`src/rtl/gcd_controller.sv`:
```
// -----------------------------------------------------------------------------
// gcd_controller
//   Control FSM for a subtract-and-compare GCD datapath. It loads operands A
//   and B through a valid/ready handshake. It then repeats COMPARE -> SUB_A /
//   SUB_B until the datapath reports A==B. The computation aborts through ERR
//   when the subtraction budget (MAX_ITER) runs out or the flags are
//   inconsistent.
//
// Parameters
//   MAX_ITER  maximum number of subtractions before an error abort
//
// Ports
//   clk       clock, all state updates on the rising edge
//   rst       synchronous active-high reset
//   start     begin a computation (honoured only in IDLE)
//   in_valid  operand present on the datapath data_in bus
//   gt/lt/eq  datapath comparator status (A>B, A<B, A==B)
//   lda/ldb   load enables for datapath registers A and B
//   sel_1     subtractor minuend select   (1 = A, 0 = B)
//   sel_2     subtractor subtrahend select (1 = A, 0 = B)
//   sel_in    register input select (1 = subtractor, 0 = data_in)
//   in_ready  operand handshake ready
//   busy      high in every state except IDLE
//   done      one-cycle pulse at the end of every computation
//   err       one-cycle pulse with done when the computation aborts
//   iter_cnt  subtraction count, held after done until the next start
// -----------------------------------------------------------------------------
module gcd_controller #(
  parameter int unsigned MAX_ITER = 65535
) (
  input  logic        clk,
  input  logic        rst,
  input  logic        start,
  input  logic        in_valid,
  input  logic        gt,
  input  logic        lt,
  input  logic        eq,
  output logic        lda,
  output logic        ldb,
  output logic        sel_1,
  output logic        sel_2,
  output logic        sel_in,
  output logic        in_ready,
  output logic        busy,
  output logic        done,
  output logic        err,
  output logic [15:0] iter_cnt
);

  localparam logic [15:0] MAX_CNT = 16'(MAX_ITER);

  typedef enum logic [2:0] {
    IDLE,
    LOAD_A,
    LOAD_B,
    COMPARE,
    SUB_A,
    SUB_B,
    DONE,
    ERR
  } state_t;

  state_t      state, state_nxt;
  logic [15:0] iter_nxt;
  logic [2:0]  flags;
  logic        at_limit;

  // Flags packed as {gt, lt, eq}; a legal comparator drives exactly one.
  assign flags    = {gt, lt, eq};
  assign at_limit = (iter_cnt == MAX_CNT);

  // NOTE: state registers use non-blocking assignments so every flop samples
  // the pre-edge values of all others, independent of statement order.
  // Only the control state is reset here; the A/B data registers live in the
  // datapath and carry no reset.
  always_ff @(posedge clk) begin
    if (rst) begin
      state    <= IDLE;
      iter_cnt <= '0;
    end else begin
      state    <= state_nxt;
      iter_cnt <= iter_nxt;
    end
  end

  // NOTE: every output and next-state signal gets a default before the case
  // statement; a path that forgot one would otherwise infer a latch.
  always_comb begin
    state_nxt = state;
    iter_nxt  = iter_cnt;
    lda       = 1'b0;
    ldb       = 1'b0;
    sel_1     = 1'b0;
    sel_2     = 1'b0;
    sel_in    = 1'b0;
    in_ready  = 1'b0;
    busy      = 1'b1;
    done      = 1'b0;
    err       = 1'b0;

    unique case (state)
      IDLE: begin
        busy = 1'b0;
        if (start) begin
          iter_nxt  = '0;
          state_nxt = LOAD_A;
        end
      end

      LOAD_A: begin
        in_ready = 1'b1;
        lda      = in_valid;
        if (in_valid) state_nxt = LOAD_B;
      end

      LOAD_B: begin
        in_ready = 1'b1;
        ldb      = in_valid;
        if (in_valid) state_nxt = COMPARE;
      end

      COMPARE: begin
        sel_in = 1'b1;
        // Equality wins even at the iteration limit; the budget check comes
        // before any further subtraction so iter_cnt stops at MAX_ITER.
        if (flags == 3'b001)      state_nxt = DONE;
        else if (at_limit)        state_nxt = ERR;
        else if (flags == 3'b100) state_nxt = SUB_A;
        else if (flags == 3'b010) state_nxt = SUB_B;
        else                      state_nxt = ERR;
      end

      SUB_A: begin
        sel_1     = 1'b1;
        sel_in    = 1'b1;
        lda       = 1'b1;
        iter_nxt  = at_limit ? iter_cnt : iter_cnt + 16'd1;
        state_nxt = COMPARE;
      end

      SUB_B: begin
        sel_2     = 1'b1;
        sel_in    = 1'b1;
        ldb       = 1'b1;
        iter_nxt  = at_limit ? iter_cnt : iter_cnt + 16'd1;
        state_nxt = COMPARE;
      end

      DONE: begin
        done      = 1'b1;
        state_nxt = IDLE;
      end

      ERR: begin
        done      = 1'b1;
        err       = 1'b1;
        state_nxt = IDLE;
      end

      default: state_nxt = IDLE;
    endcase
  end

endmodule

```
`config.mk`:
```
export PLATFORM = sky130hd
export DESIGN_NAME = gcd_controller
export DESIGN_NICKNAME = d
export VERILOG_FILES = /design/src/rtl/gcd_controller.sv
export SDC_FILE = /design/constraint.sdc
export NUM_CORES = 1
export LEC_CHECK = 0
export BUFFER_PORTS_ARGS = -buffer_cell sky130_fd_sc_hd__buf_2
export CORE_ASPECT_RATIO = 0.75
export CORE_MARGIN = 1
export CORE_UTILIZATION = 30
export DETAILED_ROUTE_END_ITERATION = 10
export PLACE_DENSITY_LB_ADDON = 0.08
export SYNTH_ARGS = -nofsm -noshare
export SYNTH_HDL_FRONTEND = slang
export SYNTH_SLANG_ARGS = --single-unit
```
`constraint.sdc`:
```
create_clock -name clk -period 3.2 [get_ports clk]
set_input_delay 0.32 -clock clk [delete_from_list [all_inputs] [get_ports clk]]
set_output_delay 0.32 -clock clk [all_outputs]
set_load 0.005 [all_outputs]
```
==> flow_metrics.py, run 1 <==
metrics = {
    "outcome": {
        "status": "complete, no violations",
    },
    "global_route": {
        "antenna_found_initial": 0,
        "track_usage": 0.170,
        "grt_max_degree": 18,
        "grt_pass1_wl_mm": 5.89,
        "grt_overflow": 0,
        "grt_pass1_vias": 1176,
    },
    "hold_path": {
        "hold_depth": 2,
        "min_to": "state[2]$_SDFFE_PP0P_",
        "min_path_type": "in -> reg",
        "worstHoldStart": "rst",
    },
    "power": {
        "power.density_nw_per_um2": 339,
        "peakVddDrop_mv": 0.137,
        "leakage_uw": 0.000587,
    },
    "route": {
        "route.vias.total": 1277,
        "dr.pass1.iters": 4,
        "routed_wl_mm": 3.50,
        "dr.first_iter.drc_count": 40,
        "remaining_drc_errors": 0,
        "wl_per_cell_um": 15.0,
        "ant_nets": 0,
        "via_per_inst": 5.48,
    },
    "sta": {
        "setup_viol": 0,
        "clock_skew_ns": 0.00971,
        "layout_min_cycle_time_ns": 2.20,
        "rsz0062_at_grt": "false",
        "setup_ws_ns": 1.00,
        "period_share": 0.687,
        "max_freq_mhz": 455,
        "max_slew.worst_pin.slew_ns": 0.954,
        "setup_tns_ns": 0,
        "relSlewSlack": 0.362,
        "hold_viol_final": 0,
        "slew_violations": 0,
    },
    "logic_synthesis": {
        "synthDistinctLibCells": 44,
        "synth_area_um2": 1230,
        "synth_edf_count": 0,
        "async_reset_ff_frac": 0,
        "yosysWarnings": 0,
        "syn_area_per_cell_um2": 8.12,
        "synth_fp_nets": 160,
        "ys_seq_area_frac": 0.308,
        "ys_ff_latch": 19,
        "synth_ff_type": "dfxtp_1",
        "synthCells": 152,
    },
    "floorplanning": {
        "die_width_um": 76.0,
        "dieArea_um2": 4380,
        "die_h_um": 57.5,
        "row_count": 19,
        "core_um2": 3800,
        "initial_core_util": 0.324,
        "io_pins": 32,
    },
    "placement": {
        "gp_congestion": 0.853,
        "place_inst": 229,
        "dpl_worst_slack_ns": 1.02,
        "io_buffers": 31,
        "hpwlAfterDp_mm": 2.46,
    },
    "critical_path": {
        "crit_type": "reg -> reg",
        "reg2reg_depth": 5,
        "cp.arrival_ns": 2.38,
        "critPathMaxFanout": 10,
        "reg2reg_slack_ns": 1.00,
        "rr_endpoint": "iter_cnt[10]$_SDFFE_PP0P_",
        "cp_data_required_time_ns": 3.38,
        "reg2reg_from": "iter_cnt[0]$_SDFFE_PP0P_",
        "cp-end-kind": "flip-flop",
        "cp-start-kind": "flip-flop",
    },
    "final_layout": {
        "drive_gt1_frac": 0.227,
        "diodes": 0,
        "most-common-layout-cells": "buf_2, dfxtp_1, nand2_1",
        "fillers": 430,
        "final_common_cell": "buf_2",
        "stdcell_count": 233,
        "nNetsFinal": 190,
        "final_util": 0.389,
        "area_growth_pct": 20.1,
    },
    "run": {
        "cap_viol_max_count": 0,
    },
    "clocking": {
        "ctsResizeCount": 0,
        "cts-hold-fix-buffers": 0,
        "ctsHtreeMaxLevel": 1,
        "clock-sinks": 19,
        "clkTransAtPathRegs_ns": 0.08,
        "post-cts-setup-buffer-count": 0,
        "cts_tree": "built",
        "worstSkewPairLatency_ns": 0.27,
        "clock_path_buffers": 2,
        "numCtsBuffers": 3,
        "cts_root_buffer": "clkbuf_8",
    },
}
kinds of logic after synthesis:
logic type | after synthesis | synth area share
fa+ha+maj | 1 | 0.0101
compound gates | 34 | 0.203
xor+xnor | 2 | 0.0142
buf+inv | 15 | 0.0477
simple gates | 70 | 0.327
mux | 11 | 0.0903
flops | 19 | 0.308
routing by layer:
metal | part of all wire | wire [µm] | track usage
met1 | 0.53 | 1850 | 0.245
met2 | 0.43 | 1490 | 0.255
met3 | 0.041 | 144 | 0.0432
met4 | 0.0057 | 20 | 0.0412
met5 | 0 | 0 | 0
state kept, by name, summed over array words and instances, names as in the netlist:
register  flops
iter_cnt     16
state         3
critical path, stage by stage, from the launching register on:
cell and delay (ns):
dfxtp_1 0.39, ha_1 0.25, and4_1 0.43, o211ai_1 0.31, or4_1 0.55, a21boi_0 0.18
worst max path at each step:
stage,startpoint,cells past startpoint,end,slack (ns)
2_1_floorplan,iter_cnt[0]$_SDFFE_PP0P_,6,iter_cnt[10]$_SDFFE_PP0P_,1.37
3_3_place_gp,iter_cnt[0]$_SDFFE_PP0P_,5,state[0]$_SDFFE_PP0P_,1.10
3_5_place_dp,iter_cnt[0]$_SDFFE_PP0P_,5,iter_cnt[12]$_SDFFE_PP0P_,1.02
4_1_cts,iter_cnt[0]$_SDFFE_PP0P_,5,iter_cnt[10]$_SDFFE_PP0P_,0.99
5_1_grt,iter_cnt[0]$_SDFFE_PP0P_,5,iter_cnt[10]$_SDFFE_PP0P_,0.79
6_report,iter_cnt[0]$_SDFFE_PP0P_,5,iter_cnt[10]$_SDFFE_PP0P_,1.00
report_power, final:
part           internal (µW)  total [µW]  leakage (µW)  switching (µW)
clock network           88.9         179     0.0000228            89.8
logic                   32.0        73.9      0.000411            41.9
registers                239         249      0.000153            10.0
total                    360         502      0.000587             142
cell usage after synthesis, types with 4 or more instances:
cell	count	area share
dfxtp_1	19	0.31
nand2_1	15	0.046
mux2i_1	10	0.081
nor2_1	10	0.030
or3_1	9	0.046
a211oi_1	6	0.037
clkbuf_1	6	0.018
inv_1	6	0.018
nand4_1	6	0.030
or4_1	5	0.030
a21oi_1	4	0.016
and2_1	4	0.020
nand3_1	4	0.016
o21ai_0	4	0.016
o31ai_1	4	0.024
final cells by class:
| class | instances | area, µm² | share of cell area |
|---|---|---|---|
| clock buffer | 4 | 45.0 | 0.0304 |
| inverter | 7 | 26.3 | 0.0177 |
| multi-input combinational | 118 | 795 | 0.536 |
| sequential | 19 | 380 | 0.257 |
| tap | 52 | 65.1 | 0.0439 |
| timing repair buffer | 33 | 170 | 0.115 |
stage by stage:
stage | power [µW] | hold WS [ns] | area [µm²]
after floorplan | 300 | 0.475 | 1230
after global placement | 326 | 0.482 | 1440
after detailed placement | 328 | 0.493 | 1440
after CTS | 507 | 0.420 | 1480
after global routing | 530 | 0.444 | 1480
final | 502 | 0.428 | 1480
Note: power is estimated with default switching activity, not from simulation.
==> run 2: changes to the inputs <==
- clock period: 3.2 -> 2.15 ns (I/O delays scaled with it)
==> run 2 against run 1 <==
Against the previous run:
- clock skew decreased by 0.00082 ns
- count of clock-buffer cells in the layout down 1
- highest routed layer unchanged
- largest cell class unchanged
- critical path depth did not move
- non-clock buffer count is 10 higher
==> flow_metrics.py, run 2 (synthesized netlist as in run 1, its figures left out) <==
metrics = {
    "sta": {
        "setup_tns_ns": 0,
        "relSlewSlack": 0.636,
        "max_freq_mhz": 507,
        "clock_skew_ns": 0.00890,
        "max_slew.worst_pin.slew_ns": 0.540,
        "slew_violations": 0,
        "period_share": 0.917,
        "setup_viol": 0,
        "rsz0062_at_grt": "false",
        "layout_min_cycle_time_ns": 1.97,
        "hold_viol_final": 0,
    },
    "critical_path": {
        "cp-start-kind": "flip-flop",
        "path_cells": "ha_1, and4_2, o211ai_1, or4_1, a21boi_0",
        "slowest_stage": "or4_1",
        "crit_family": "simple AND/OR/NAND/NOR gates",
        "critPathMaxStageDelay_ns": 0.55,
        "critPathMaxFanout": 7,
        "cp.arrival_ns": 2.16,
        "cp-end-kind": "flip-flop",
        "cp_data_required_time_ns": 2.34,
        "crit_type": "reg -> reg",
        "path_buf_inv": 0,
    },
    "final_layout": {
        "diodes": 0,
        "largest_register_ffs": 16,
        "drive_gt1_frac": 0.283,
        "area_growth_pct": 27.1,
        "most-common-layout-cells": "buf_2, dfxtp_1, nand2_1",
        "regArea_um2": 380,
        "final_common_cell": "buf_2",
        "multiInputGateArea_um2": 802,
        "largest_register": "iter_cnt",
        "fillers": 403,
        "top_regs": "iter_cnt x16, state x3",
        "nNetsFinal": 200,
    },
    "clocking": {
        "numCtsBuffers": 3,
        "ctsHtreeMaxLevel": 1,
        "cts_root_buffer": "clkbuf_8",
        "cts_tree": "built",
        "clock-sinks": 19,
        "clock_path_buffers": 2,
        "clkTransAtPathRegs_ns": 0.08,
        "worstSkewPairLatency_ns": 0.26,
        "cts-hold-fix-buffers": 0,
    },
    "power": {
        "peakVddDrop_mv": 0.200,
        "leakage_uw": 0.000635,
        "netSwitchingFraction": 0.283,
        "power_switching_uw": 215,
        "power.density_nw_per_um2": 483,
        "intPower_uw": 543,
        "seqPwrFrac": 0.474,
        "p_clk_frac": 0.349,
        "power_uw": 757,
        "pwr-share-comb": 0.177,
    },
    "hold_path": {
        "min_path_type": "in -> reg",
    },
    "route": {
        "route.vias.total": 1314,
        "dr.first_iter.drc_count": 80,
        "remaining_drc_errors": 0,
        "wl_per_cell_um": 14.7,
        "via_per_inst": 5.41,
        "ant_nets": 0,
        "dr.pass1.iters": 4,
        "routed_wl_mm": 3.58,
    },
    "outcome": {
        "status": "complete, no violations",
    },
    "floorplanning": {
        "dieArea_um2": 4380,
        "core_um2": 3800,
        "die_width_um": 76.0,
        "row_count": 19,
        "initial_core_util": 0.324,
        "die_h_um": 57.5,
        "io_pins": 32,
    },
    "global_route": {
        "grt_pass1_vias": 1175,
        "grt_max_degree": 18,
        "grt_pass1_wl_mm": 5.82,
        "track_usage": 0.173,
        "antenna_found_initial": 0,
        "grt_overflow": 0,
    },
    "placement": {
        "hpwlAfterDp_mm": 2.62,
        "io_buffers": 31,
        "gp_congestion": 0.820,
    },
    "run": {
        "cap_viol_max_count": 0,
    },
}
run 2: cell types whose count changed in the layout (fill, tap and decap cells not counted):
| cell | previous run | this run |
|---|---|---|
| nor4_2 | 1 | 2 |
| buf_4 | 2 | 12 |
| and4_2 | 0 | 1 |
| clkbuf_1 | 1 | 0 |
| nor4_1 | 1 | 0 |
| and4_1 | 3 | 2 |
| clkinvlp_4 | 0 | 1 |
run 2: power groups by stage:
stage	registers (µW)	logic, µW	clock network, µW
final	359	134	264
after global routing	360	148	291
after CTS	359	134	270
after detailed placement	367	134	0
after global placement	367	129	0
after floorplan	367	79.8	0
run 2: layer usage:
metal  global-route usage  wire length [µm]  vias up
li1                     -                 -      657
met1                0.251              1870      618
met2                0.255              1520       37
met3               0.0480               179        2
met4               0.0385                13        0
met5                    0                 0        -
run 2: timing repair:
item                                    4_1_cts  5_1_grt
endpoints found under the setup margin        0        5
endpoints found under the hold margin         0        0
setup buffers                                 0        2
gates resized for setup                       0        2
run 2: final timing paths:
kind / from / end / slack (ns) / depth (start not counted)
worst max register to register: iter_cnt[1]$_SDFFE_PP0P_ / iter_cnt[10]$_SDFFE_PP0P_ / 0.18 / 5
worst min register to register: iter_cnt[15]$_SDFFE_PP0P_ / iter_cnt[15]$_SDFFE_PP0P_ / 0.50 / 2
worst min-delay path: rst / state[2]$_SDFFE_PP0P_ / 0.32 / 2
worst max-delay path: iter_cnt[1]$_SDFFE_PP0P_ / iter_cnt[10]$_SDFFE_PP0P_ / 0.18 / 5
run 2: metrics by stage:
stage                     instance area, µm²  cells  utilization  worst slack, ns  hold WS, ns
after floorplan                         1230    152            -            0.317        0.398
after global placement                  1500    237        0.393            0.149        0.472
after detailed placement                1500    237        0.393           0.0698        0.482
after CTS                               1550    241        0.406           0.0708        0.316
after global routing                    1570    243        0.412           0.0109        0.335
final                                   1570    243        0.412            0.178        0.318
run 2: cell type report:
class | count | share of cell area
multi-input combinational | 118 | 0.512
sequential | 19 | 0.243
timing repair buffer | 43 | 0.156
tap | 52 | 0.0415
clock buffer | 3 | 0.0263
inverter | 7 | 0.0168
clock inverter | 1 | 0.00479
run 2: worst register-to-register path: stages, from the launching register on:
cell and delay (ns):
dfxtp_1 0.39, ha_1 0.23, and4_2 0.31, o211ai_1 0.23, or4_1 0.55, a21boi_0 0.19
==> run 3: changes to the inputs <==
- HOLD_SLACK_MARGIN: not set -> 0.1
- SETUP_SLACK_MARGIN: not set -> 0.4
==> run 3 against run 2 <==
Against the previous run:
- wire length up 2.5%
- global-route usage down 0.77 points
- core utilization up 1.8 points
- largest power group unchanged
- setup slack better by 0.27 ns
- first-iteration DRC count up 28%
- critical endpoint is now iter_cnt[14]$_SDFFE_PP0P_
- critical path type unchanged
- sequential share of layout area up 0.15 points
- count of clock-buffer cells in the layout unchanged
==> flow_metrics.py, run 3 (synthesized netlist as in run 1, its figures left out) <==
metrics = {
    "floorplanning": {
        "core_um2": 3800,
        "die_width_um": 76.0,
        "initial_core_util": 0.324,
        "dieArea_um2": 4380,
        "die_h_um": 57.5,
        "row_count": 19,
        "io_pins": 32,
    },
    "placement": {
        "hpwlAfterDp_mm": 2.62,
        "io_buffers": 31,
        "dpl_worst_slack_ns": 0.342,
        "gp_congestion": 0.797,
        "placed_cell_area_um2": 1500,
    },
    "sta": {
        "max_slew.worst_pin.slew_ns": 0.504,
        "period_share": 0.793,
        "setup_tns_ns": 0,
        "setup_viol": 0,
        "layout_min_cycle_time_ns": 1.71,
        "relSlewSlack": 0.660,
        "slew_violations": 0,
        "hold_viol_final": 0,
        "setup_ws_ns": 0.445,
        "clock_skew_ns": 0.00390,
        "rsz0062_at_grt": "true",
        "max_freq_mhz": 586,
    },
    "route": {
        "wl_per_cell_um": 14.9,
        "dr.pass1.iters": 4,
        "remaining_drc_errors": 0,
        "via_per_inst": 5.45,
        "route.vias.total": 1340,
        "dr.first_iter.drc_count": 102,
        "routed_wl_mm": 3.67,
        "ant_nets": 0,
    },
    "global_route": {
        "grt_pass1_wl_mm": 5.65,
        "antenna_found_initial": 0,
        "grt_overflow": 0,
        "grt_max_degree": 18,
        "grt_pass1_vias": 1155,
        "track_usage": 0.166,
    },
    "clocking": {
        "clock_path_buffers": 2,
        "cts_root_buffer": "clkbuf_8",
        "ctsHtreeMaxLevel": 1,
        "clock-sinks": 19,
        "worstSkewPairLatency_ns": 0.26,
        "clkTransAtPathRegs_ns": 0.08,
        "cts-hold-fix-buffers": 0,
        "cts_tree": "built",
        "numCtsBuffers": 3,
    },
    "final_layout": {
        "final_common_cell": "buf_2",
        "diodes": 0,
        "fillers": 422,
        "fin_area_um2": 1640,
        "final_util": 0.430,
        "area_growth_pct": 32.6,
        "largest_register_ffs": 16,
        "largest_register": "iter_cnt",
        "most-common-layout-cells": "buf_2, nand2_1, buf_4",
        "top_regs": "iter_cnt x16, state x3",
        "regArea_um2": 399,
        "drive_gt1_frac": 0.366,
        "nNetsFinal": 203,
        "multiInputGateArea_um2": 827,
    },
    "critical_path": {
        "critPathMaxFanout": 5,
        "cp-end-kind": "flip-flop",
        "crit_type": "reg -> reg",
        "cp_data_required_time_ns": 2.30,
        "cp.arrival_ns": 1.86,
        "cp-start-kind": "flip-flop",
    },
    "power": {
        "power_uw": 749,
        "pwr-share-comb": 0.177,
        "power.density_nw_per_um2": 458,
        "leakage_uw": 0.000660,
        "power_switching_uw": 209,
        "peakVddDrop_mv": 0.320,
        "seqPwrFrac": 0.478,
        "p_clk_frac": 0.345,
        "netSwitchingFraction": 0.279,
        "intPower_uw": 540,
    },
    "outcome": {
        "status": "complete, no violations",
    },
    "run": {
        "cap_viol_max_count": 0,
    },
    "hold_path": {
        "min_path_type": "in -> reg",
    },
}
[run 3: cell types whose count changed in the layout (fill, tap and decap cells not counted), sizes merged]
| cell | before | now |
|---|---|---|
| clkinv | 1 | 2 |
| clkinvlp | 1 | 0 |
| buf | 43 | 46 |
[run 3: layout make-up]
class                   instances  share of cell area
repair buffers                 46               0.166
clock buffers                   3              0.0252
clock inverters                 1             0.00306
inverters                       7              0.0161
flip-flops and latches         19               0.244
multi-input cells             118               0.506
well taps                      52              0.0398
[run 3: per-stage QoR]
stage,hold slack (ns),cells
after global placement,0.477,237
after CTS,0.318,243
after detailed placement,0.476,237
final,0.315,246
after global routing,0.320,246
after floorplan,0.395,152
[run 3: worst paths after layout]
| kind | from | end | slack (ns) | cells past startpoint |
|---|---|---|---|---|
| worst min-delay path | rst | state[2]$_SDFFE_PP0P_ | 0.32 | 2 |
| worst max-delay path | iter_cnt[10]$_SDFFE_PP0P_ | iter_cnt[14]$_SDFFE_PP0P_ | 0.44 | 4 |
| worst max register to register | iter_cnt[10]$_SDFFE_PP0P_ | iter_cnt[14]$_SDFFE_PP0P_ | 0.44 | 4 |
| worst min register to register | iter_cnt[15]$_SDFFE_PP0P_ | iter_cnt[15]$_SDFFE_PP0P_ | 0.49 | 2 |
[run 3: repair_timing]
item,4_1_cts,5_1_grt
buffers inserted,2,3
pin swaps,2,5
resized for setup,5,14
endpoints found under the setup margin,4,7
[run 3: per-layer routing]
metal	part of all wire	global-route usage	routed length, µm
met1	0.50	0.233	1840
met2	0.45	0.256	1650
met3	0.045	0.0480	167
met4	0.0035	0.0247	13
met5	0	0	0
[run 3: power groups by stage]
stage / logic [µW] / clock network, µW / registers (µW)
after CTS: 131 / 269 / 360
after global routing: 147 / 289 / 359
after global placement: 127 / 0 / 368
after detailed placement: 130 / 0 / 368
after floorplan: 79.9 / 0 / 367
final: 132 / 258 / 358
[run 3: worst max-delay path, stage by stage (launching register included)]
cell and delay (ns):
dfxtp_1 0.38, nand4_1 0.21, or4_1 0.47, and4_1 0.23, mux2_1 0.30
